## src/rtl/instruction_fetch_pkg.sv

```systemverilog
// instruction_fetch_pkg: shared fetch-stage constants, state encoding and PC helper
package instruction_fetch_pkg;
  localparam logic [31:0] RESET_VECTOR = 32'h0000_0000;
  localparam int FETCH_DEPTH = 4;
  typedef enum logic {FETCH_RUN, FETCH_FLUSH} fetchState_t;
  function automatic logic [31:0] alignPc(input logic [31:0] pc);
    return {pc[31:2], 2'b00};
  endfunction
endpackage

```

## src/rtl/instruction_fetch_if.sv

```systemverilog
// instruction_fetch_if: imem request/response, redirect and instruction handshakes of the fetch stage
interface instruction_fetch_if;
  logic imem_req_valid;
  logic imem_req_ready;
  logic [31:0] imem_req_addr;
  logic imem_rsp_valid;
  logic [31:0] imem_rsp_data;
  logic redirect_valid;
  logic [31:0] redirect_pc;
  logic inst_valid;
  logic inst_ready;
  logic [31:0] inst_data;
  logic [31:0] inst_pc;
  modport master (
    output imem_req_valid, imem_req_addr, inst_valid, inst_data, inst_pc,
    input imem_req_ready, imem_rsp_valid, imem_rsp_data, redirect_valid, redirect_pc, inst_ready
  );
  modport slave (
    input imem_req_valid, imem_req_addr, inst_valid, inst_data, inst_pc,
    output imem_req_ready, imem_rsp_valid, imem_rsp_data, redirect_valid, redirect_pc, inst_ready
  );
endinterface

```

## src/rtl/instruction_fetch_fifo.sv

```systemverilog
// fetch_fifo: synchronous power-of-two FIFO with push, pop and clear; head is read combinationally
module fetch_fifo #(
  parameter int WIDTH = 32,
  parameter int DEPTH = 4
) (
  input  logic                   clock,
  input  logic                   reset_n,
  input  logic                   clear,
  input  logic                   push,
  input  logic                   pop,
  input  logic [WIDTH-1:0]       pushData,
  output logic [WIDTH-1:0]       head,
  output logic [$clog2(DEPTH):0] count
);
  localparam int AW = $clog2(DEPTH);
  logic [WIDTH-1:0] mem [DEPTH];
  logic [AW-1:0] rdPtr, wrPtr;
  assign head = mem[rdPtr];
  always_ff @(posedge clock or negedge reset_n)
    if (!reset_n) begin
      rdPtr <= '0;
      wrPtr <= '0;
      count <= '0;
    end else if (clear) begin
      rdPtr <= '0;
      wrPtr <= '0;
      count <= '0;
    end else begin
      wrPtr <= wrPtr + AW'(push);
      rdPtr <= rdPtr + AW'(pop);
      count <= count + (AW+1)'(push) - (AW+1)'(pop);
    end
  always_ff @(posedge clock)
    if (push && !clear) mem[wrPtr] <= pushData;
endmodule

```

## src/rtl/instruction_fetch.sv

```systemverilog
// instruction_fetch: credit-gated in-order imem fetch with a PC-tagged instruction queue and redirect flush
module instruction_fetch import instruction_fetch_pkg::*; #(
  parameter logic [31:0] RESET_PC = RESET_VECTOR,
  parameter int DEPTH = FETCH_DEPTH
) (
  input logic clock,
  input logic reset_n,
  instruction_fetch_if.master bus
);
  localparam int CW = $clog2(DEPTH) + 1;
  fetchState_t state, stateNext;
  logic live;
  logic [31:0] fetchPc, reqPcHead;
  logic [63:0] head;
  logic [CW-1:0] outstanding, drop, count, reqCount, newDrop;
  logic reqFire, rspKeep, popFire, redirect;
  assign redirect = bus.redirect_valid;
  assign bus.imem_req_valid = live && state == FETCH_RUN && (outstanding + count) < CW'(DEPTH);
  assign bus.imem_req_addr = fetchPc;
  assign reqFire = bus.imem_req_valid && bus.imem_req_ready;
  assign rspKeep = bus.imem_rsp_valid && state == FETCH_RUN && !redirect;
  assign bus.inst_valid = count != '0;
  assign popFire = bus.inst_valid && bus.inst_ready;
  assign {bus.inst_pc, bus.inst_data} = bus.inst_valid ? head : '0;
  // In RUN drop is 0, in FLUSH outstanding is 0, so the sum is always the in-flight total
  assign newDrop = drop + outstanding + CW'(reqFire) - CW'(bus.imem_rsp_valid);
  always_comb begin
    stateNext = state;
    stateNext = redirect ? (newDrop != '0 ? FETCH_FLUSH : FETCH_RUN)
              : (state == FETCH_FLUSH && bus.imem_rsp_valid && drop == CW'(1)) ? FETCH_RUN : state;
  end
  always_ff @(posedge clock or negedge reset_n)
    if (!reset_n) begin
      state <= FETCH_RUN;
      live <= 1'b0;
      fetchPc <= RESET_PC;
      outstanding <= '0;
      drop <= '0;
    end else begin
      state <= stateNext;
      live <= 1'b1;
      fetchPc <= redirect ? alignPc(bus.redirect_pc) : reqFire ? fetchPc + 32'd4 : fetchPc;
      outstanding <= redirect ? '0 : outstanding + CW'(reqFire) - CW'(rspKeep);
      drop <= redirect ? newDrop : (state == FETCH_FLUSH && bus.imem_rsp_valid) ? drop - CW'(1) : drop;
    end
  fetch_fifo #(.WIDTH(32), .DEPTH(DEPTH)) reqFifo (
    .clock(clock), .reset_n(reset_n), .clear(redirect), .push(reqFire), .pop(rspKeep),
    .pushData(fetchPc), .head(reqPcHead), .count(reqCount)
  );
  fetch_fifo #(.WIDTH(64), .DEPTH(DEPTH)) dataFifo (
    .clock(clock), .reset_n(reset_n), .clear(redirect), .push(rspKeep), .pop(popFire),
    .pushData({reqPcHead, bus.imem_rsp_data}), .head(head), .count(count)
  );
  always @(posedge clock)
    if (reset_n) begin
      assert (!(rspKeep && count == CW'(DEPTH) && !popFire)) else $error("imem response into full fetch queue");
      assert (!(rspKeep && outstanding == '0)) else $error("imem response with no request outstanding");
      assert (reqCount == outstanding) else $error("request-PC FIFO out of step with outstanding count");
    end
endmodule
```

## src/flat_wrapper.sv

```systemverilog
// flat-port wrapper written by rule: the top's interface ports become plain ports
module instruction_fetch_flat import instruction_fetch_pkg::*;
#(
  parameter logic [31:0] RESET_PC = RESET_VECTOR,
  parameter int DEPTH = FETCH_DEPTH
)
  (clock, reset_n, bus_imem_req_valid, bus_imem_req_addr, bus_inst_valid, bus_inst_data, bus_inst_pc, bus_imem_req_ready, bus_imem_rsp_valid, bus_imem_rsp_data, bus_redirect_valid, bus_redirect_pc, bus_inst_ready);
  instruction_fetch_if bus_i ();
  input logic clock;
  input logic reset_n;
  output wire logic [$bits(bus_i.imem_req_valid)-1:0] bus_imem_req_valid;
  output wire logic [$bits(bus_i.imem_req_addr)-1:0] bus_imem_req_addr;
  output wire logic [$bits(bus_i.inst_valid)-1:0] bus_inst_valid;
  output wire logic [$bits(bus_i.inst_data)-1:0] bus_inst_data;
  output wire logic [$bits(bus_i.inst_pc)-1:0] bus_inst_pc;
  input wire logic [$bits(bus_i.imem_req_ready)-1:0] bus_imem_req_ready;
  input wire logic [$bits(bus_i.imem_rsp_valid)-1:0] bus_imem_rsp_valid;
  input wire logic [$bits(bus_i.imem_rsp_data)-1:0] bus_imem_rsp_data;
  input wire logic [$bits(bus_i.redirect_valid)-1:0] bus_redirect_valid;
  input wire logic [$bits(bus_i.redirect_pc)-1:0] bus_redirect_pc;
  input wire logic [$bits(bus_i.inst_ready)-1:0] bus_inst_ready;
  assign bus_imem_req_valid = bus_i.imem_req_valid;
  assign bus_imem_req_addr = bus_i.imem_req_addr;
  assign bus_inst_valid = bus_i.inst_valid;
  assign bus_inst_data = bus_i.inst_data;
  assign bus_inst_pc = bus_i.inst_pc;
  assign bus_i.imem_req_ready = bus_imem_req_ready;
  assign bus_i.imem_rsp_valid = bus_imem_rsp_valid;
  assign bus_i.imem_rsp_data = bus_imem_rsp_data;
  assign bus_i.redirect_valid = bus_redirect_valid;
  assign bus_i.redirect_pc = bus_redirect_pc;
  assign bus_i.inst_ready = bus_inst_ready;
  instruction_fetch #(.RESET_PC(RESET_PC), .DEPTH(DEPTH)) u_core (.clock(clock), .reset_n(reset_n), .bus(bus_i));
endmodule
```

## config.mk

```make
export PLATFORM = sky130hd
export DESIGN_NAME = instruction_fetch_flat
export DESIGN_NICKNAME = d
export VERILOG_FILES = /design/src/rtl/instruction_fetch_pkg.sv /design/src/rtl/instruction_fetch_if.sv /design/src/rtl/instruction_fetch_fifo.sv /design/src/rtl/instruction_fetch.sv /design/src/flat_wrapper.sv
export SDC_FILE = /design/constraint.sdc
export NUM_CORES = 1
export LEC_CHECK = 0
export CORE_UTILIZATION = 26
export CTS_BUF_LIST = sky130_fd_sc_hd__clkbuf_8
export CTS_CLUSTER_DIAMETER = 80
export DETAILED_ROUTE_END_ITERATION = 12
export PLACE_DENSITY = 0.53
export REMOVE_ABC_BUFFERS = 1
export SYNTH_ARGS = -nofsm -noshare
export SYNTH_HDL_FRONTEND = slang
export SYNTH_SLANG_ARGS = --single-unit
```

## constraint.sdc

```tcl
create_clock -name clock -period 8.1 [get_ports clock]
set_clock_uncertainty 0.05 [all_clocks]
set_input_delay 2.43 -clock clock [delete_from_list [all_inputs] [get_ports clock]]
set_output_delay 2.43 -clock clock [all_outputs]
set_load 0.01 [all_outputs]
```

**Word level (Yosys, flattened, before mapping)**

Memory sizes are Yosys's and may differ from the RTL's.
Cells that the tools add are included.
W data, S select, Z words.

- Output and inout port bits: 98
- Bits in registers: 51
- Memories: 2
- RAM bits: 384

Memories:

| memory | depth | width | rd ports | clocked after memory_dff | wr ports | RTL line | text |
|---|---|---|---|---|---|---|---|
| u_core.dataFifo.mem | 4 | 64 | 1 | 0 | 1 | instruction_fetch_fifo.sv:16 | `logic [WIDTH-1:0] mem [DEPTH];` |
| u_core.reqFifo.mem | 4 | 32 | 1 | 0 | 1 | instruction_fetch_fifo.sv:16 |  |

- $add $sub $neg: 14
- Bitwise logic cells: 1
- Equal/unequal tests: 1
- Mux-type cells: 18
- Order comparisons: 1
- Reductions and logical operators: 16

Operators with widths:

| cell | count |
|---|---|
| $mux W32 | 2 |
| $mux W64 | 1 |
| $add A32 B3 Y32 const B | 1 |
| $mux W3 | 4 |
| $logic_and A1 B1 Y1 | 10 |
| $add A3 B1 Y3 | 3 |
| $sub A3 B1 Y3 | 3 |
| $add A2 B1 Y2 | 4 |
| $mux W2 | 4 |
| $mux W1 | 7 |
| $add A3 B3 Y3 | 2 |
| $reduce_bool A2 Y1 | 3 |
| $reduce_bool A3 Y1 | 2 |
| $eq A3 B1 Y1 const B | 1 |
| $lt A3 B3 Y1 const B | 1 |
| $sub A3 B1 Y3 const B | 1 |
| $logic_not A1 Y1 | 1 |
| $not A1 Y1 | 1 |

**Longest topological paths before layout**

Gate-level depths: netlist (run 1).

- Word-level depth: 9
- Mapped depth: 12
- Gate-level depth less buffers: 12

**By module**

Synthesis (run 1) repeated with hierarchy kept, for this count alone.

- Cell total of the unflattened synthesis: 904
- Area, all modules: 17,589.4 sq um

Modules (own cells, without submodules):

| module | instances | cells an instance | area each (sq um) |
|---|---|---|---|
| fetch_fifo at u_core.dataFifo | 1 | 364 | 9,678.0 |
| fetch_fifo at u_core.reqFifo | 1 | 198 | 5,032.3 |
| instruction_fetch | 1 | 342 | 2,879.0 |

**Least setup slack after synthesis (run 1)**

Ideal clock, no wire load.

- Path type: input-to-reg
- Start point: in bus_redirect_valid
- End point: mem u_core.dataFifo.mem[0][0], enable pin
- Cell stages on the path: 3
- Setup slack: -0.341 ns
- Arrival time: 7.818 ns
- Buffers on the path: 1
- Path through: clkbuf_1 nor3b_1 nor3b_1

- Longest elaborated chain between the ends: 5

Ends and longest elaborated chain:

| what | RTL line | text |
|---|---|---|
| from (decl) | flat_wrapper.sv:19 | `input wire logic [$bits(bus_i.redirect_valid)-1:0] bus_redirect_valid;` |
| $logic_not A1 Y1 (*) | instruction_fetch_fifo.sv:34, instruction_fetch.sv:21 |  |
| $logic_and A1 B1 Y1 | instruction_fetch.sv:21 | `assign rspKeep = bus.imem_rsp_valid && state == FETCH_RUN && !redirect;` |
| $logic_and A1 B1 Y1 (*) | instruction_fetch_fifo.sv:34 | `if (push && !clear) mem[wrPtr] <= pushData;` |
| $mux W1 (*) | instruction_fetch_fifo.sv:34 |  |
| $mux W1 (not written as such) (*) | instruction_fetch_fifo.sv:34 |  |
| to (decl) | instruction_fetch_fifo.sv:16 |  |

Every way passes the cells marked *; elsewhere a longest branch is shown, timed or not.

**Final worst setup path (run 1)**

- Start point: reg u_core.dataFifo.rdPtr[0]
- End point: out bus_inst_data[9]

- Longest elaborated chain between the ends: 2

Ends and longest elaborated chain:

| what | RTL line | text |
|---|---|---|
| from (decl) | instruction_fetch_fifo.sv:17 | `logic [AW-1:0] rdPtr, wrPtr;` |
| from (signal assigned) | instruction_fetch_fifo.sv:30 | `rdPtr <= rdPtr + AW'(pop);` |
| $mem_v2 Z4 W64 | -- |  |
| $mux W64 | instruction_fetch.sv:24 | `assign {bus.inst_pc, bus.inst_data} = bus.inst_valid ? head : '0;` |
| to (decl) | flat_wrapper.sv:14 | `output wire logic [$bits(bus_i.inst_data)-1:0] bus_inst_data;` |

Every way passes these cells.

==> flow_metrics.tcl, run 1 <==
set metrics [dict create \
    status "finished, final reports clean" \
    dp_hpwl_um 23000 \
    nFillCells 6088 \
    drt_first_iter_violations 439 \
    slew_violations 0 \
    grt_max_degree 63 \
    synthArstFlopShare_pct 11.8 \
    maxCapViolCount 0 \
    post_cts_resized 0 \
    final_nets 1170 \
    min_period_ns 6.03 \
    drt.antenna.violating_nets 0 \
    setup_viol 0 \
    cts_root_buf "clkbuf_8" \
    ir_worst_vdd_mv 0.187 \
    dp.cells 1852 \
    end_kind "primary output" \
    setup_tns_ns 0 \
    synth_edf_count 368 \
    clockBufferDepth 3 \
    wl_um 39100 \
    p_leak_nw 6.69 \
    drt_pass1_iterations 4 \
    utilization_pct 32.8 \
    die_height_um 255 \
    vias 8628 \
    rsz0062_at_grt "false" \
    yosys_warnings 0 \
    arrival_ns 3.55 \
    cts_made_buffers 74 \
    io_buffer_count 161 \
    gp_routability_congestion 0.737 \
    synth_cell_types 51 \
    crit_type "register to primary output" \
    crit_slowest_cell "dfrtp_4" \
    worst_pin_slew_ns 1.07 \
    slew_headroom_pct 28.4 \
    numClockSinks 417 \
    vias_per_cell 4.35 \
    multi_input_area_um2 4200 \
    syn_area_um2 16700 \
    worstPathMaxFanout 44 \
    drcViolationCount 0 \
    row_count 92 \
    path_clk_slew_ns 0.06 \
    hold_viol 0 \
    postCtsSetupRepairBufs 0 \
    gr-usage-all-layers_pct 12.2 \
    dieArea_um2 65200 \
    ys.flop_type "edfxtp_1" \
    antennaDiodeCount 0 \
    crit_path_max_incr_delay_ns 1.11 \
    fin_hold_ws_ns 0.462 \
    worstPathCellList "buf_4 -> mux4_2 -> nor2b_1 -> clkdlybuf4s50_1" \
    clock_latency_ns 0.63 \
    ys_seq_area_share_pct 73.6 \
    layout.cells.non_filler 1982 \
    holdCritPathClass "register to register" \
    ys_seq_elements 417 \
    syn_inst 871 \
    timing.final.crit_share_pct 74.5 \
    drive_gt1_share_pct 21.0 \
    start_util_pct 26.4 \
    startpoint_type "register" \
    die_x_um 255 \
    antenna_found_initial 1 \
    grt_pass1_vias 9524 \
    critPathRequiredTime_ns 5.62 \
    ios 168 \
    syn2layout_area_growth_pct 24.3 \
    overflow 0 \
    core_um2 63200 \
    wl_per_cell_um 19.7 \
    h-tree-depth 3 \
    max_freq_mhz 166 \
    cts_tree "built" \
    grt_pass1_wl_um 59400 \
    final-seq-area_um2 12300 \
    synth.avg_cell_area_um2 19.2 \
    cts_hold_buf 0 \
    power.density_nw_per_um2 277 \
]
[worst paths after layout]
check                                                to  cells past startpoint  slack, ns                startpoint
max in group asynchronous      u_core.dataFifo.rdPtr[1]                      2       5.61                   reset_n
hold reg to reg                          u_core.drop[2]                      1       0.46            u_core.drop[2]
setup / recovery                       bus_inst_data[9]                      4       2.07  u_core.dataFifo.rdPtr[0]
min in group asynchronous  u_core.bus.imem_req_addr[26]                      2       1.88                   reset_n
hold / removal                           u_core.drop[2]                      1       0.46            u_core.drop[2]
setup reg to reg                           u_core.state                     12       4.47  u_core.dataFifo.count[1]
[critical path, delay by kind of cell (launching register included)]
kind,cells,cell delay (ns)
muxes,1,0.55
DFF,1,1.11
and+or+nand+nor,1,0.15
buffers and inverters,2,1.06
[registers in the layout, indices dropped and copies added (netlist names)]
name and count:
u_core.bus.imem_req_addr 30, u_core.dataFifo.mem 248, u_core.drop 3, u_core.dataFifo.wrPtr 2, u_core.outstanding 3, u_core.reqFifo.rdPtr 2
u_core.reqFifo.mem 120, u_core.live 1, u_core.state 1, u_core.dataFifo.count 3, u_core.reqFifo.wrPtr 2, u_core.dataFifo.rdPtr 2
[cell families (layout without fill, tap and decap cells)]
| group | after synthesis | in the layout | synth area share, % |
|---|---|---|---|
| flip-flops | 417 | 417 | 73.6 |
| AND/OR/NAND/NOR | 196 | 196 | 6.81 |
| multiplexers | 102 | 102 | 13.1 |
| buffers and inverters | 64 | 326 | 1.66 |
| XOR/XNOR | 40 | 40 | 2.14 |
| AO/OA/AOI/OAI | 32 | 32 | 1.15 |
| adder cells (fa/ha/maj) | 18 | 18 | 1.53 |
| other | 2 | 5 | 0.0450 |
[placed cells by master, fill, tap and decap left out, types with 3 or more instances in the layout]
cell type        instances
and4_1                   4
mux2_2                   9
dfrtp_1                 45
a31oi_1                  4
o21ai_0                  8
xor2_1                  15
nand4_1                 12
nor3_1                  16
clkinv_1                15
nand3_1                 12
clkdlybuf4s50_1        159
nor2b_1                 70
ha_1                    14
xnor2_1                 23
clkinvlp_4               3
mux4_2                  92
nand2_1                 35
edfxtp_1               368
clkinv_2                 6
fa_1                     4
o21ai_1                  9
nor4_1                   4
conb_1                   5
buf_4                   18
nor3b_1                  3
clkbuf_8                82
nor2_1                  14
and3_1                   4
inv_1                   36
[cell usage after synthesis (2+ instances only)]
cell type	instances	area share, %
mux4_2	92	12
nand4_1	12	0.45
and4_1	4	0.21
o21ai_1	9	0.27
a31oi_1	4	0.15
dfrtp_1	49	7.3
buf_2	6	0.18
nand3_1	12	0.36
nor2_1	16	0.36
xnor2_1	24	1.3
nand2_1	35	0.79
o31ai_1	2	0.090
mux2_2	9	0.61
conb_1	2	0.045
nor4_1	5	0.19
buf_4	4	0.18
o21ai_0	8	0.24
buf_1	8	0.18
nor3_1	17	0.51
edfxtp_1	368	66
nor4b_1	2	0.10
nor3b_1	4	0.18
buf_6	2	0.13
fa_1	4	0.48
inv_1	16	0.36
xor2_1	15	0.79
ha_1	14	1.0
a21oi_1	2	0.060
and3_1	5	0.19
nor2b_1	70	2.6
and2_1	2	0.075
or4_1	2	0.090
nand2b_4	2	0.16
clkbuf_1	28	0.63
[cell type report]
type | count | share of cell area (%)
repair buffers | 180 | 8.47
clock buffers | 82 | 5.44
flip-flops and latches | 417 | 59.3
well taps | 846 | 5.11
inverters | 16 | 0.290
multi-input cells | 393 | 20.3
clock inverters | 48 | 1.17
[per-stage QoR]
stage | area, um^2 | setup slack [ns] | power, mW
2_1_floorplan | 16500 | -0.162 | 3.32
3_3_place_gp | 19400 | 2.58 | 4.02
3_5_place_dp | 19400 | 2.56 | 4.03
4_1_cts | 20700 | 1.83 | 5.88
5_1_grt | 20700 | 1.70 | 6.08
6_report | 20700 | 2.07 | 5.75
[per-layer routing]
| metal | share of wire (%) | vias to the layer above | track usage (%) |
|---|---|---|---|
| met1 | 44 | 4476 | 15.5 |
| met4 | 2.0 | 2 | 4.53 |
| met5 | 0.031 | - | 0 |
| li1 | - | 3853 | - |
| met3 | 5.1 | 51 | 3.05 |
| met2 | 49 | 246 | 20.0 |
[power breakdown]
group | internal [mW] | switching, mW | total [mW]
registers | 2.43 | 0.155 | 2.59
clock network | 0.961 | 0.844 | 1.81
logic | 0.721 | 0.635 | 1.36
Power figures use the tool's default switching activity.
==> inputs of run 2 (changes only) <==
- PLACE_DENSITY: 0.53 -> 0.54
- clock period: 8.1 -> 5.1 ns (I/O delays scaled with it)
==> run 2 against run 1 <==
Hold slack is essentially flat. Clock power grew 72%. Power grew 64%. Global-route usage shrank 0.054 points. Clock-buffer cell count shrank 7. Final area grew 0.97%. Register-to-register slack lost 3.0 ns.
==> flow_metrics.tcl, run 2 (synthesis results as in run 1) <==
set metrics [dict create \
    final_nets 1176 \
    post_cts_resized 0 \
    drcViolationCount 0 \
    drt_pass1_iterations 4 \
    whs_path_depth 1 \
    clockBufferDepth 3 \
    antenna_found_initial 1 \
    layout_commonest_cell "edfxtp_1" \
    cts_made_buffers 74 \
    worstHoldStart "u_core.drop[2]" \
    nFillCells 6023 \
    r2r_cells 12 \
    vias 8649 \
    io_buffer_count 161 \
    gr-usage-all-layers_pct 12.2 \
    setup_ws_ns 0.424 \
    arrival_ns 3.10 \
    core_um2 63200 \
    regMostFlops "u_core.dataFifo.mem" \
    ios 168 \
    clock_latency_ns 0.65 \
    h-tree-depth 3 \
    startpoint_type "register" \
    critPathRequiredTime_ns 3.52 \
    path_clk_slew_ns 0.06 \
    vias_per_cell 4.35 \
    hold_viol 0 \
    grt_max_degree 44 \
    dp_hpwl_um 23300 \
    crit_type "register to primary output" \
    slew_violations 0 \
    max_freq_mhz 214 \
    utilization_pct 33.1 \
    slew_headroom_pct 41.0 \
    timing.final.crit_share_pct 91.7 \
    min_to "u_core.drop[2]" \
    setup_viol 0 \
    syn2layout_area_growth_pct 25.5 \
    reg2reg_setup_slack_ns 1.48 \
    final_cell_mix "edfxtp_1, clkdlybuf4s50_1, mux4_2" \
    dp_slack_ns 0.904 \
    power.density_nw_per_um2 451 \
    die_height_um 255 \
    postCtsSetupRepairBufs 0 \
    dieArea_um2 65200 \
    ir_worst_vdd_mv 0.183 \
    drt_first_iter_violations 503 \
    grt_pass1_vias 9387 \
    gp_routability_congestion 0.730 \
    wl_um 38900 \
    min_period_ns 4.68 \
    r2r_end "u_core.state" \
    rsz0062_at_grt "false" \
    grt_pass1_wl_um 59000 \
    drive_gt1_share_pct 21.7 \
    die_x_um 255 \
    numClockSinks 417 \
    overflow 0 \
    cts_tree "built" \
    maxCapViolCount 0 \
    cts_hold_buf 0 \
    worstPathMaxFanout 30 \
    rr_startpoint "u_core.dataFifo.count[1]" \
    setup_tns_ns 0 \
    worst_pin_slew_ns 0.884 \
    holdCritPathClass "register to register" \
    largest_register_ffs 248 \
    row_count 92 \
    cts_root_buf "clkbuf_8" \
    start_util_pct 26.4 \
    wl_per_cell_um 19.5 \
    fin_hold_ws_ns 0.461 \
    end_kind "primary output" \
    status "finished, final reports clean" \
    p_leak_nw 6.80 \
    drt.antenna.violating_nets 0 \
]
## run 2: changes by cell type in the layout (fill, tap and decap cells not counted), sizes merged
cell      before  now
buf           21   27
clkinvlp       3    2
inv           38   43
clkinv        22   18
bufinv         1    7
clkbuf        82   75
diode          0    1
## run 2: area by class of cell
| type | count | area, um^2 | area share [%] |
|---|---|---|---|
| diodes | 1 | 2.50 | 0.0120 |
| clock buffers | 75 | 1030 | 4.93 |
| clock inverters | 54 | 443 | 2.12 |
| inverters | 16 | 60.1 | 0.287 |
| multi-input cells | 393 | 4200 | 20.1 |
| flip-flops and latches | 417 | 12300 | 58.7 |
| well taps | 846 | 1060 | 5.06 |
| repair buffers | 186 | 1850 | 8.85 |
## run 2: metal layers
layer	share of wire, %	track usage [%]
met2	48	19.6
met1	44	15.9
met3	5.2	2.81
met4	2.3	4.69
met5	0.039	0
## run 2: worst max-delay path: stages, from the launching register on
cell             delay (ns)
dfrtp_4                0.87
buf_4                  0.35
mux4_2                 0.53
nor2b_1                0.16
clkdlybuf4s50_1        0.51
## run 2: stage by stage
stage / instances / area (um^2) / power (mW)
after global placement: 1858 / 19500 / 6.47
after global routing: 1987 / 20900 / 9.96
after CTS: 1987 / 20900 / 9.67
after detailed placement: 1858 / 19500 / 6.48
after floorplan: 826 / 16500 / 5.27
final: 1988 / 20900 / 9.45
## run 2: how the worst max path moves through the flow
stage,from,to,cells past startpoint
floorplan,bus_redirect_valid,u_core.dataFifo.mem[0][0],2
global placement,bus_imem_req_ready,u_core.state,10
detailed placement,bus_imem_req_ready,u_core.state,10
CTS,u_core.dataFifo.rdPtr[0],bus_inst_pc[29],4
global route,u_core.dataFifo.rdPtr[0],bus_inst_pc[29],4
finish,u_core.dataFifo.rdPtr[0],bus_inst_pc[28],4
## run 2: report_power, final
part	internal, mW	total, mW	switching [mW]	leakage, nW
sequential	3.86	4.06	0.200	3.91
combinational	1.21	2.27	1.06	2.05
clock	1.74	3.12	1.38	0.837
total	6.81	9.45	2.64	6.80
==> inputs of run 3 (changes only) <==
--- a/constraint.sdc
+++ b/constraint.sdc
@@ -3,3 +3,3 @@
 set_input_delay 1.53 -clock clock [delete_from_list [all_inputs] [get_ports clock]]
 set_output_delay 1.53 -clock clock [all_outputs]
-set_load 0.01 [all_outputs]
+set_load 0.05 [all_outputs]
==> run 3 against run 2 <==
Via count decreased by 0.24%. Flip-flop and latch count unchanged. Clock-buffer cell count increased by 7. Highest routed layer unchanged. Combinational power increased by 40%. Fmax decreased by 0.80%. Die area unchanged. Power increased by 8.3%. Sequential share of layout area increased by 0.098 points. First-iteration DRC count decreased by 3.8%. Routed wire length decreased by 0.37%.
==> flow_metrics.tcl, run 3 (synthesis results as in run 1) <==
set metrics [dict create \
    status "finished, final reports clean" \
    drive_gt1_share_pct 21.9 \
    postCtsSetupRepairBufs 0 \
    largest_register_ffs 248 \
    maxCapViolCount 0 \
    r2r_cells 12 \
    whs_path_depth 1 \
    end_kind "primary output" \
    crit_type "register to primary output" \
    cts_hold_buf 0 \
    vias 8628 \
    setup_ws_ns 0.386 \
    max_freq_mhz 212 \
    overflow 0 \
    gr-usage-all-layers_pct 12.1 \
    startpoint_type "register" \
    utilization_pct 33.1 \
    gp_routability_congestion 0.762 \
    worstPathMaxFanout 26 \
    p_leak_nw 6.77 \
    worstHoldStart "u_core.drop[2]" \
    netSwitchingPower_mw 3.55 \
    setup_tns_ns 0 \
    io_buffer_count 161 \
    ios 168 \
    slew_headroom_pct 38.1 \
    path_clk_slew_ns 0.06 \
    min_to "u_core.drop[2]" \
    min_period_ns 4.71 \
    dp_slack_ns 0.927 \
    final_cell_mix "edfxtp_1, clkdlybuf4s50_1, mux4_2" \
    clock_latency_ns 0.65 \
    power_frac_seq_pct 39.6 \
    drt_first_iter_violations 484 \
    placed_cell_area_um2 19500 \
    internal_power_mw 6.68 \
    wl_per_cell_um 19.4 \
    core_um2 63200 \
    layout.cells.non_filler 1994 \
    total_power_mw 10.2 \
    die_x_um 255 \
    start_util_pct 26.4 \
    grt_pass1_wl_um 58700 \
    cts_made_buffers 75 \
    syn2layout_area_growth_pct 25.2 \
    timing.final.crit_share_pct 92.4 \
    worst_pin_slew_ns 0.929 \
    nFillCells 6064 \
    dp.cells 1860 \
    holdCritPathClass "register to register" \
    reg2reg_setup_slack_ns 1.53 \
    final_nets 1179 \
    layout_commonest_cell "edfxtp_1" \
    slew_violations 0 \
    vias_per_cell 4.33 \
    grt_max_degree 49 \
    antennaDiodeCount 0 \
    p_comb_share_pct 31.0 \
    regMostFlops "u_core.dataFifo.mem" \
    rsz0062_at_grt "false" \
    rr_startpoint "u_core.dataFifo.count[1]" \
    dp_hpwl_um 23600 \
    critPathRequiredTime_ns 3.52 \
    hold_viol 0 \
    clockBufferDepth 3 \
    ir_worst_vdd_mv 0.191 \
    p_clk_share_pct 29.4 \
    wl_um 38700 \
    drcViolationCount 0 \
    crit_start "u_core.dataFifo.rdPtr[0]" \
    arrival_ns 3.13 \
    cts_root_buf "clkbuf_8" \
    drt_pass1_iterations 5 \
    swShare_pct 34.7 \
    cts_tree "built" \
    row_count 92 \
    numClockSinks 417 \
    power.density_nw_per_um2 490 \
    die_height_um 255 \
    fin_area_um2 20900 \
    setup_viol 0 \
    r2r_end "u_core.state" \
    antenna_found_initial 1 \
    fin_hold_ws_ns 0.473 \
    grt_pass1_vias 9375 \
    dieArea_um2 65200 \
    drt.antenna.violating_nets 0 \
    h-tree-depth 3 \
    post_cts_resized 0 \
]
==> run 3: cell count changes in the layout (fill, tap and decap cells not counted), sizes merged <==
cell / change
buf: +2
bufinv: -4
clkbuf: +7
clkinv: +4
clkinvlp: +3
diode: -1
inv: -5
==> run 3: layout make-up <==
type                            instances  area (um^2)  share of cell area [%]
Timing Repair Buffer                  188         1850                    8.87
Multi-Input combinational cell        393         4200                    20.1
Clock buffer                           82         1130                    5.40
Clock inverter                         52          312                    1.49
Inverter                               16         60.1                   0.287
Sequential cell                       417        12300                    58.8
Tap cell                              846         1060                    5.06
==> run 3: power groups by stage <==
stage	clock network (mW)	logic [mW]	registers, mW
floorplan	0	1.98	4.21
global placement	0	3.24	4.12
detailed placement	0	3.25	4.12
CTS	3.13	3.25	4.06
global route	3.26	3.39	4.08
finish	3.01	3.18	4.05
==> run 3: metal layers <==
| metal | GRT usage [%] | share of wire, % |
|---|---|---|
| met4 | 4.47 | 1.9 |
| met2 | 19.3 | 48 |
| met3 | 3.27 | 5.8 |
| met1 | 15.6 | 44 |
| met5 | 0 | 0.028 |
==> run 3: worst max path at each step <==
stage                                      to  slack, ns  cells past startpoint
floorplan           u_core.dataFifo.mem[0][0]      -2.26                      2
global placement                 u_core.state       0.90                     10
detailed placement               u_core.state       0.93                     10
CTS                            bus_inst_pc[9]       0.23                      4
global route                  bus_inst_pc[18]       0.15                      4
finish                        bus_inst_pc[22]       0.39                      4
==> run 3: worst max-delay path: stages, from the launching register on <==
cell and delay (ns):
dfrtp_4 0.71, buf_12 0.30, mux4_2 0.52, nor2b_1 0.14, clkdlybuf4s50_1 0.78
==> RTL change: new RTL, config.mk and constraints of run 3 <==
The package constant `FETCH_DEPTH` goes from 4 to 8.
--- a/src/rtl/instruction_fetch_pkg.sv
+++ b/src/rtl/instruction_fetch_pkg.sv
@@ -1,7 +1,7 @@
 // instruction_fetch_pkg: shared fetch-stage constants, state encoding and PC helper
 package instruction_fetch_pkg;
   localparam logic [31:0] RESET_VECTOR = 32'h0000_0000;
-  localparam int FETCH_DEPTH = 4;
+  localparam int FETCH_DEPTH = 8;
   typedef enum logic {FETCH_RUN, FETCH_FLUSH} fetchState_t;
   function automatic logic [31:0] alignPc(input logic [31:0] pc);
     return {pc[31:2], 2'b00};
Formal check against the unedited RTL: not equivalent (a bounded check fails within 10 cycles, from zero or initial values and one cycle with reset_n low).
==> RTL change against run 3 <==
  * Register-to-register slack better by 370 ps
  * Sequential power rose by 85%
  * Area after synthesis is 88% higher
  * Utilization is 1.2 points lower
  * Worst setup slack worse by 170 ps
  * Sequential cell count rose by 375
  * Cell area increased by 83%
  * First-iteration DRC count rose by 120%
  * Total power increased by 74%
  * Die area rose by 87%
  * Combinational power increased by 43%
  * Wire length grew 95%
  * Via count increased by 80%
  * Critical endpoint is now bus_inst_data[18]
  * Highest routed layer is now met4
==> RTL change: results (changes against run 3) <==
* Outcome: finished, final reports clean
* Vias in the first global route at 17100 (+82%)
* Routed wirelength normalized by instance count at 21.4 um (+10%)
* Number of antenna repair diodes at 2 (+2)
* Fillers at 11600 (+91%)
* Clock net sink count at 792 (+90%)
* Fraction of layout cells with a size suffix above 1 at 0.254 (+0.0353)
* R2R setup slack at 1900 ps (+370 ps)
* Number of clock buffer instances in the layout at 142 (+73%)
* Via Count at 15500 (+80%)
* Final cell area excluding filler cells at 38200 um^2 (+83%)
* Final worst path period need at 4890 ps (+172 ps)
* Worst Min Path Start: u_core.drop[1]$_DFFE_PN0P_
* Fin cells at 3532 (+77%)
* Maximum VDD drop at 0.262 mV (+38%)
* Total global routing track utilization at 0.125 (+0.00480)
* Clk Latency, worst-skew pair at 800 ps (+150 ps)
* Wire length of the first global-routing pass at 111000 um (+88%)
* Iter 0 DRT Violations at 1071 (+120%)
* Net Sw Power at 0.00563 W (+58%)
* Area taken by multi-input logic gates at 7550 um^2 (+80%)
* Post-synthesis sequential area ratio at 0.749 (+0.0129)
* Non-clock buffers, area share at 0.0589 (-0.0299)
* Final #Nets at 1907 (+62%)
* WHS at 482 ps (+9.02 ps)
* Number of multi-input combinational cells at 633 (+61%)
* Clk tree area frac at 0.0720 (+0.00307)
* Seq power at 0.00748 W (+85%)
* Logic pwr share at 0.256 (-0.054)
* Leak pwr at 12.2 nW (+80%)
* Worst path arrival time at 3310 ps (+180 ps)
* Worst setup timing slack at the placement stage at 788 ps (-140 ps)
* Number of non-clock inverters at 26 (+10)
* R2r startpoint: u_core.dataFifo.count[2]$_DFF_PN0_
* Number of instances in the synthesized netlist at 1527 (+75%)
* Slew at the pin with the worst max-slew slack at 1050 ps (+117 ps)
* Instance count along the most critical hold path at 2 (+1)
* # placed instances at 3272 (+76%)
==> RTL change: metal layers <==
metal | vias up | global-route usage | wire (um)
li1 | 6788 | - | -
met1 | 8169 | 0.161 | 32800
met2 | 441 | 0.209 | 37100
met3 | 125 | 0.0272 | 4040
met4 | 0 | 0.0438 | 1670
met5 | - | 0 | 0
==> RTL change: what timing repair did <==
| action | CTS | global route |
|---|---|---|
| setup endpoints to repair | 29 | 13 |
| resized for setup | 5 | 10 |
| buffers inserted | 1 | 2 |
==> RTL change: logic make-up after synthesis <==
| logic type | count (synthesis) | share of synthesized area |
|---|---|---|
| buffers and inverters | 105 | 0.0141 |
| XOR/XNOR | 36 | 0.0105 |
| flip-flops | 792 | 0.749 |
| AO/OA/AOI/OAI | 66 | 0.0150 |
| adder cells (fa/ha/maj) | 31 | 0.0133 |
| AND/OR/NAND/NOR | 212 | 0.0334 |
| multiplexers | 283 | 0.165 |
| other | 2 | 0.000239 |
